File: config.mk
export PLATFORM = sky130hd
export DESIGN_NAME = frame_bit_sequencer
export DESIGN_NICKNAME = d
export VERILOG_FILES = /design/src/rtl/frame_bit_sequencer.sv
export SDC_FILE = /design/constraint.sdc
export NUM_CORES = 1
export LEC_CHECK = 0
export CAP_MARGIN = 0
export CORE_MARGIN = 3
export CORE_UTILIZATION = 45
export DETAILED_ROUTE_END_ITERATION = 8
export MAX_ROUTING_LAYER = met4
export PLACE_DENSITY = 0.67
export SETUP_SLACK_MARGIN = 0.15
export SKIP_LAST_GASP = 1
export SYNTH_ARGS = -nofsm -noshare
export SYNTH_HDL_FRONTEND = slang
export SYNTH_SLANG_ARGS = --single-unit
File: constraint.sdc
create_clock -name clk_i -period 3.6 [get_ports clk_i]
set_input_delay 0.72 -clock clk_i [delete_from_list [all_inputs] [get_ports clk_i]]
set_output_delay 0.72 -clock clk_i [all_outputs]
set_load 0.02 [all_outputs]
File: src/rtl/frame_bit_sequencer.sv
// Frame sequencer for one NeoPixel channel. It reads pixel words from the pixel RAM and
// shifts them MSB-first into the bit waveform generator, then holds the latch gap and pulses done.
//
// state   | meaning
// --------+-----------------------------------------------------------
// S_IDLE  | waiting for frame_start_i; config latched on accept
// S_FETCH | read strobe for pixel 0 on the RAM port
// S_LOAD  | pixel 0 captured into the shift register
// S_SEND  | bits streamed to the generator; next pixel prefetched
// S_GAP   | line idle for the latched gap (down-counter)
// S_DONE  | one-cycle done pulse, busy still high
module frame_bit_sequencer #(
  parameter int PIXEL_BITS = 24,
  parameter int ADDR_WIDTH = 8,
  parameter int GAP_WIDTH  = 16
) (
  input  logic                  clk_i,
  input  logic                  rst_n_i,
  input  logic                  frame_start_i,
  input  logic [ADDR_WIDTH:0]   pixel_num_i,
  input  logic [GAP_WIDTH-1:0]  gap_time_i,
  output logic                  rd_en_o,
  output logic [ADDR_WIDTH-1:0] rd_addr_o,
  input  logic [PIXEL_BITS-1:0] rd_data_i,
  output logic                  bit_vld_o,
  output logic                  bit_data_o,
  input  logic                  bit_rdy_i,
  output logic                  busy_o,
  output logic                  done_o
);

  localparam int BW = $clog2(PIXEL_BITS);

  typedef enum logic [2:0] {
    S_IDLE,
    S_FETCH,
    S_LOAD,
    S_SEND,
    S_GAP,
    S_DONE
  } state_t;

  state_t                state_q, state_d;
  logic [ADDR_WIDTH:0]   pix_left_q;
  logic [GAP_WIDTH-1:0]  gap_q;
  logic [GAP_WIDTH-1:0]  gap_cnt_q;
  logic [PIXEL_BITS-1:0] shift_q;
  logic [PIXEL_BITS-1:0] buf_q;
  logic [BW-1:0]         bit_cnt_q;
  logic                  cap_q;
  logic                  adv;
  logic                  last_bit;
  logic                  last_pix;

  assign adv        = (state_q == S_SEND) && bit_vld_o && bit_rdy_i;
  assign last_bit   = (bit_cnt_q == '0);
  assign last_pix   = (pix_left_q == (ADDR_WIDTH+1)'(1));
  // Shifting zeros in means the line reads 0 once the final bit has gone.
  assign bit_data_o = shift_q[PIXEL_BITS-1];

  always_ff @(posedge clk_i or negedge rst_n_i) begin
    if (!rst_n_i) begin
      state_q <= S_IDLE;
    end else begin
      state_q <= state_d;
    end
  end

  always_comb begin
    state_d = state_q;
    case (state_q)
      S_IDLE: begin
        if (frame_start_i) begin
          if (pixel_num_i == '0) begin
            state_d = (gap_time_i == '0) ? S_DONE : S_GAP;
          end else begin
            state_d = S_FETCH;
          end
        end
      end
      S_FETCH: state_d = S_LOAD;
      S_LOAD:  state_d = S_SEND;
      S_SEND: begin
        if (adv && last_bit && last_pix) begin
          state_d = (gap_q == '0) ? S_DONE : S_GAP;
        end
      end
      S_GAP: begin
        if (gap_cnt_q == GAP_WIDTH'(1)) state_d = S_DONE;
      end
      S_DONE:  state_d = S_IDLE;
      default: state_d = S_IDLE;
    endcase
  end

  always_ff @(posedge clk_i or negedge rst_n_i) begin
    if (!rst_n_i) begin
      rd_en_o    <= 1'b0;
      rd_addr_o  <= '0;
      bit_vld_o  <= 1'b0;
      busy_o     <= 1'b0;
      done_o     <= 1'b0;
      pix_left_q <= '0;
      gap_q      <= '0;
      gap_cnt_q  <= '0;
      shift_q    <= '0;
      buf_q      <= '0;
      bit_cnt_q  <= '0;
      cap_q      <= 1'b0;
    end else begin
      rd_en_o <= 1'b0;
      cap_q   <= rd_en_o;
      busy_o  <= (state_d != S_IDLE);
      done_o  <= (state_d == S_DONE);
      if (cap_q) buf_q <= rd_data_i;

      case (state_q)
        S_IDLE: begin
          if (frame_start_i) begin
            pix_left_q <= pixel_num_i;
            gap_q      <= gap_time_i;
            gap_cnt_q  <= gap_time_i;
            rd_addr_o  <= '0;
            rd_en_o    <= (pixel_num_i != '0);
          end
        end
        S_LOAD: begin
          shift_q   <= rd_data_i;
          bit_cnt_q <= BW'(PIXEL_BITS-1);
          bit_vld_o <= 1'b1;
          if (!last_pix) begin
            rd_en_o   <= 1'b1;
            rd_addr_o <= rd_addr_o + ADDR_WIDTH'(1);
          end
        end
        S_SEND: begin
          if (adv) begin
            if (last_bit) begin
              bit_cnt_q  <= BW'(PIXEL_BITS-1);
              pix_left_q <= pix_left_q - (ADDR_WIDTH+1)'(1);
              if (last_pix) begin
                bit_vld_o <= 1'b0;
                shift_q   <= '0;
                gap_cnt_q <= gap_q;
              end else begin
                shift_q <= buf_q;
                // Prefetch the pixel after the one just loaded, if there is one.
                if (pix_left_q > (ADDR_WIDTH+1)'(2)) begin
                  rd_en_o   <= 1'b1;
                  rd_addr_o <= rd_addr_o + ADDR_WIDTH'(1);
                end
              end
            end else begin
              shift_q   <= shift_q << 1;
              bit_cnt_q <= bit_cnt_q - BW'(1);
            end
          end
        end
        S_GAP: gap_cnt_q <= gap_cnt_q - GAP_WIDTH'(1);
        default: ;
      endcase
    end
  end

endmodule
==> impl_metrics.json <==
{
  "synthFlopType": "dfrtp_1",
  "min_period_over_period_pct": 70.1,
  "p_total_mw": 4.23,
  "grt_max_degree": 62,
  "synth_edf_count": 0,
  "synth.cell_area_um2": 5530,
  "place.gp.congestion": 0.903,
  "crit_family": "compound AO/OA/AOI/OAI gates",
  "dp_hpwl_um": 9640,
  "core-area_um2": 11700,
  "end_kind": "flip-flop",
  "leakage_nw": 2.67,
  "port_buffers": 65,
  "drt_iter0_drc": 474,
  "clock-sinks": 110,
  "rsz0062_at_grt": "false",
  "cts.path.max_buffers": 2,
  "setup_viol": 0,
  "row_count": 39,
  "antenna_found_initial": 0,
  "clockRootBuffer": "clkbuf_16",
  "status": "finished clean",
  "drt_pass1_iterations": 9,
  "report.final.slew_viol_count": 0,
  "drc": 0,
  "fin_crit_ps": 2520,
  "crit_top_cell": "o211ai_1",
  "ant_nets": 0,
  "finalHoldViolations": 0,
  "grtUsageTotal_pct": 22.0,
  "p_per_area_nw_per_um2": 640,
  "ys_warn_count": 0,
  "cts_hold_buf": 0,
  "die_h_um": 117,
  "synth_fp_nets": 634,
  "path_class": "primary input to flip-flop",
  "wire_per_inst_um": 18.0,
  "die-area_um2": 13700,
  "critPathMaxStageDelay_ps": 540,
  "grt_pass1_wl_um": 23000,
  "mostFrequentLayoutCells": "110 x dfrtp_1, 70 x nand2_1, 64 x clkdlybuf4s50_1",
  "cp.arrival_ps": 2750,
  "async_flop_share_pct": 100,
  "path_clk_slew_ps": 80,
  "vias_per_cell": 6.09,
  "cts_tree": "yes",
  "layout-drive-gt1-share_pct": 10.3,
  "start_util_pct": 47.2,
  "final_nets": 688,
  "cts_buffers": 9,
  "fmax_ghz": 0.396,
  "cp_slowest_cell": "or4_1",
  "synthDistinctLibCells": 56,
  "mostFrequentLayoutCell": "dfrtp_1",
  "clkLatencyLatePin_ps": 360,
  "synth_seq_cells": 110,
  "start_kind": "primary input",
  "fin_skew_ps": 11.3,
  "syn_to_final_growth_pct": 19.6,
  "tightest_slew_ps": 1100,
  "grt_pass1_vias": 4540,
  "cap_violations": 0,
  "placedInstanceArea_um2": 6330,
  "overflow": 0,
  "antennaDiodeCount": 0,
  "stdcell_area_um2": 6610,
  "post_cts_resized": 0,
  "path_cells": "clkdlybuf4s50_1 -> or4_1 -> o31ai_1 -> o211ai_1 -> a211oi_1 -> o211ai_1",
  "syn_avg_cell_area_um2": 9.65,
  "synth_seq_area_share_pct": 49.8,
  "critPathRequiredTime_ps": 3820,
  "slew_headroom_pct": 26.5,
  "vias": 4720,
  "ioPinCount": 66,
  "htreeDepth": 3,
  "post_cts_buffers": 0,
  "hp-class": "flip-flop to flip-flop",
  "cp_num_buf_inv": 1,
  "drt_wl_total_um": 14000,
  "fin_tns_setup_ps": 0,
  "nFillCells": 1086,
  "synthCells": 573,
  "worstPathMaxFanout": 3,
  "peakVddDrop_uv": 333,
  "die_w_um": 117
}
-- routing by layer --
metal / wire, µm / vias to the layer above / global-route usage, %
met3: 689 / 13 / 5.14
met2: 6750 / 133 / 33.2
met1: 6400 / 2323 / 30.6
li1: - / 2251 / -
met5: 0 / - / -
met4: 117 / 0 / 4.97
-- final timing paths --
kind,depth (start not counted),slack (ps),to,startpoint
setup reg to reg,5,1150,gap_cnt_q[15],state_q[0]
min in group asynchronous,1,420,gap_q[7],rst_n_i
hold / removal,0,400,cap_q,rd_en_o
max in group asynchronous,2,2340,bit_cnt_q[3],rst_n_i
setup / recovery,6,1080,busy_o,pixel_num_i[5]
hold reg to reg,0,400,cap_q,rd_en_o
-- metrics by stage --
| step | setup WS [ps] | std cells | util [%] | hold WS (ps) |
|---|---|---|---|---|
| floorplan | 1400 | 573 | - | 424 |
| global placement | 772 | 759 | 54.1 | 386 |
| detailed placement | 724 | 759 | 54.1 | 369 |
| CTS | 1100 | 775 | 56.5 | 402 |
| global route | 951 | 775 | 56.5 | 417 |
| finish | 1080 | 775 | 56.5 | 402 |
-- cell usage after synthesis, types with 4 or more instances --
master | number | area share, %
clkbuf_1 | 29 | 2.0
or3_1 | 4 | 0.45
buf_1 | 4 | 0.27
a22oi_1 | 6 | 0.81
mux2_2 | 24 | 4.9
o31ai_1 | 9 | 1.2
and3_1 | 4 | 0.45
a31oi_1 | 10 | 1.1
a21oi_1 | 51 | 4.6
or4_1 | 9 | 1.2
a222oi_1 | 23 | 4.2
dfrtp_1 | 110 | 50
o21a_1 | 5 | 0.68
nand3_1 | 11 | 1.0
nand2b_1 | 4 | 0.45
o211ai_1 | 4 | 0.54
nand2_1 | 70 | 4.8
inv_1 | 13 | 0.88
nor3_1 | 8 | 0.72
nor2_1 | 54 | 3.7
o21ai_0 | 42 | 3.8
ha_1 | 8 | 1.8
nor4_1 | 14 | 1.6
a221oi_1 | 5 | 0.79
-- area by class of cell --
class                   count  area [µm²]  area share, %
flip-flops and latches    110        2750           41.6
multi-input cells         414        2600           39.3
repair buffers             79         753           11.4
clock inverters             6        52.6          0.795
well taps                 143         179           2.71
clock buffers              10         229           3.46
inverters                  13        48.8          0.738
-- state kept, by name (all words and copies together) (netlist names) --
register and count:
bit_cnt_q 5, bit_vld_o 1, buf_q 24, busy_o 1, cap_q 1, done_o 1
gap_cnt_q 16, gap_q 16, pix_left_q 9, rd_addr_o 8, rd_en_o 1, shift_q 24
state_q 3
-- power breakdown --
| group | internal (mW) | switching [mW] |
|---|---|---|
| Combinational | 0.661 | 0.641 |
| Clock | 0.483 | 0.482 |
| Sequential | 1.64 | 0.328 |
-- kinds of logic after synthesis --
kind of cell | count (synthesis) | synth area share (%)
AO/OA/AOI/OAI | 181 | 22.2
AND/OR/NAND/NOR | 197 | 17.2
adder cells (fa/ha/maj) | 8 | 1.81
buffers and inverters | 49 | 3.51
XOR/XNOR | 3 | 0.475
multiplexers | 25 | 5.07
flip-flops | 110 | 49.8
-- worst register-to-register path, stage by stage (launching register included) --
cell and delay [ps]:
dfrtp_1 600, and3b_1 480, nor2_1 810, a22o_1 250, a31oi_1 50, o21ai_0 180
Power figures use the tool's default switching activity.
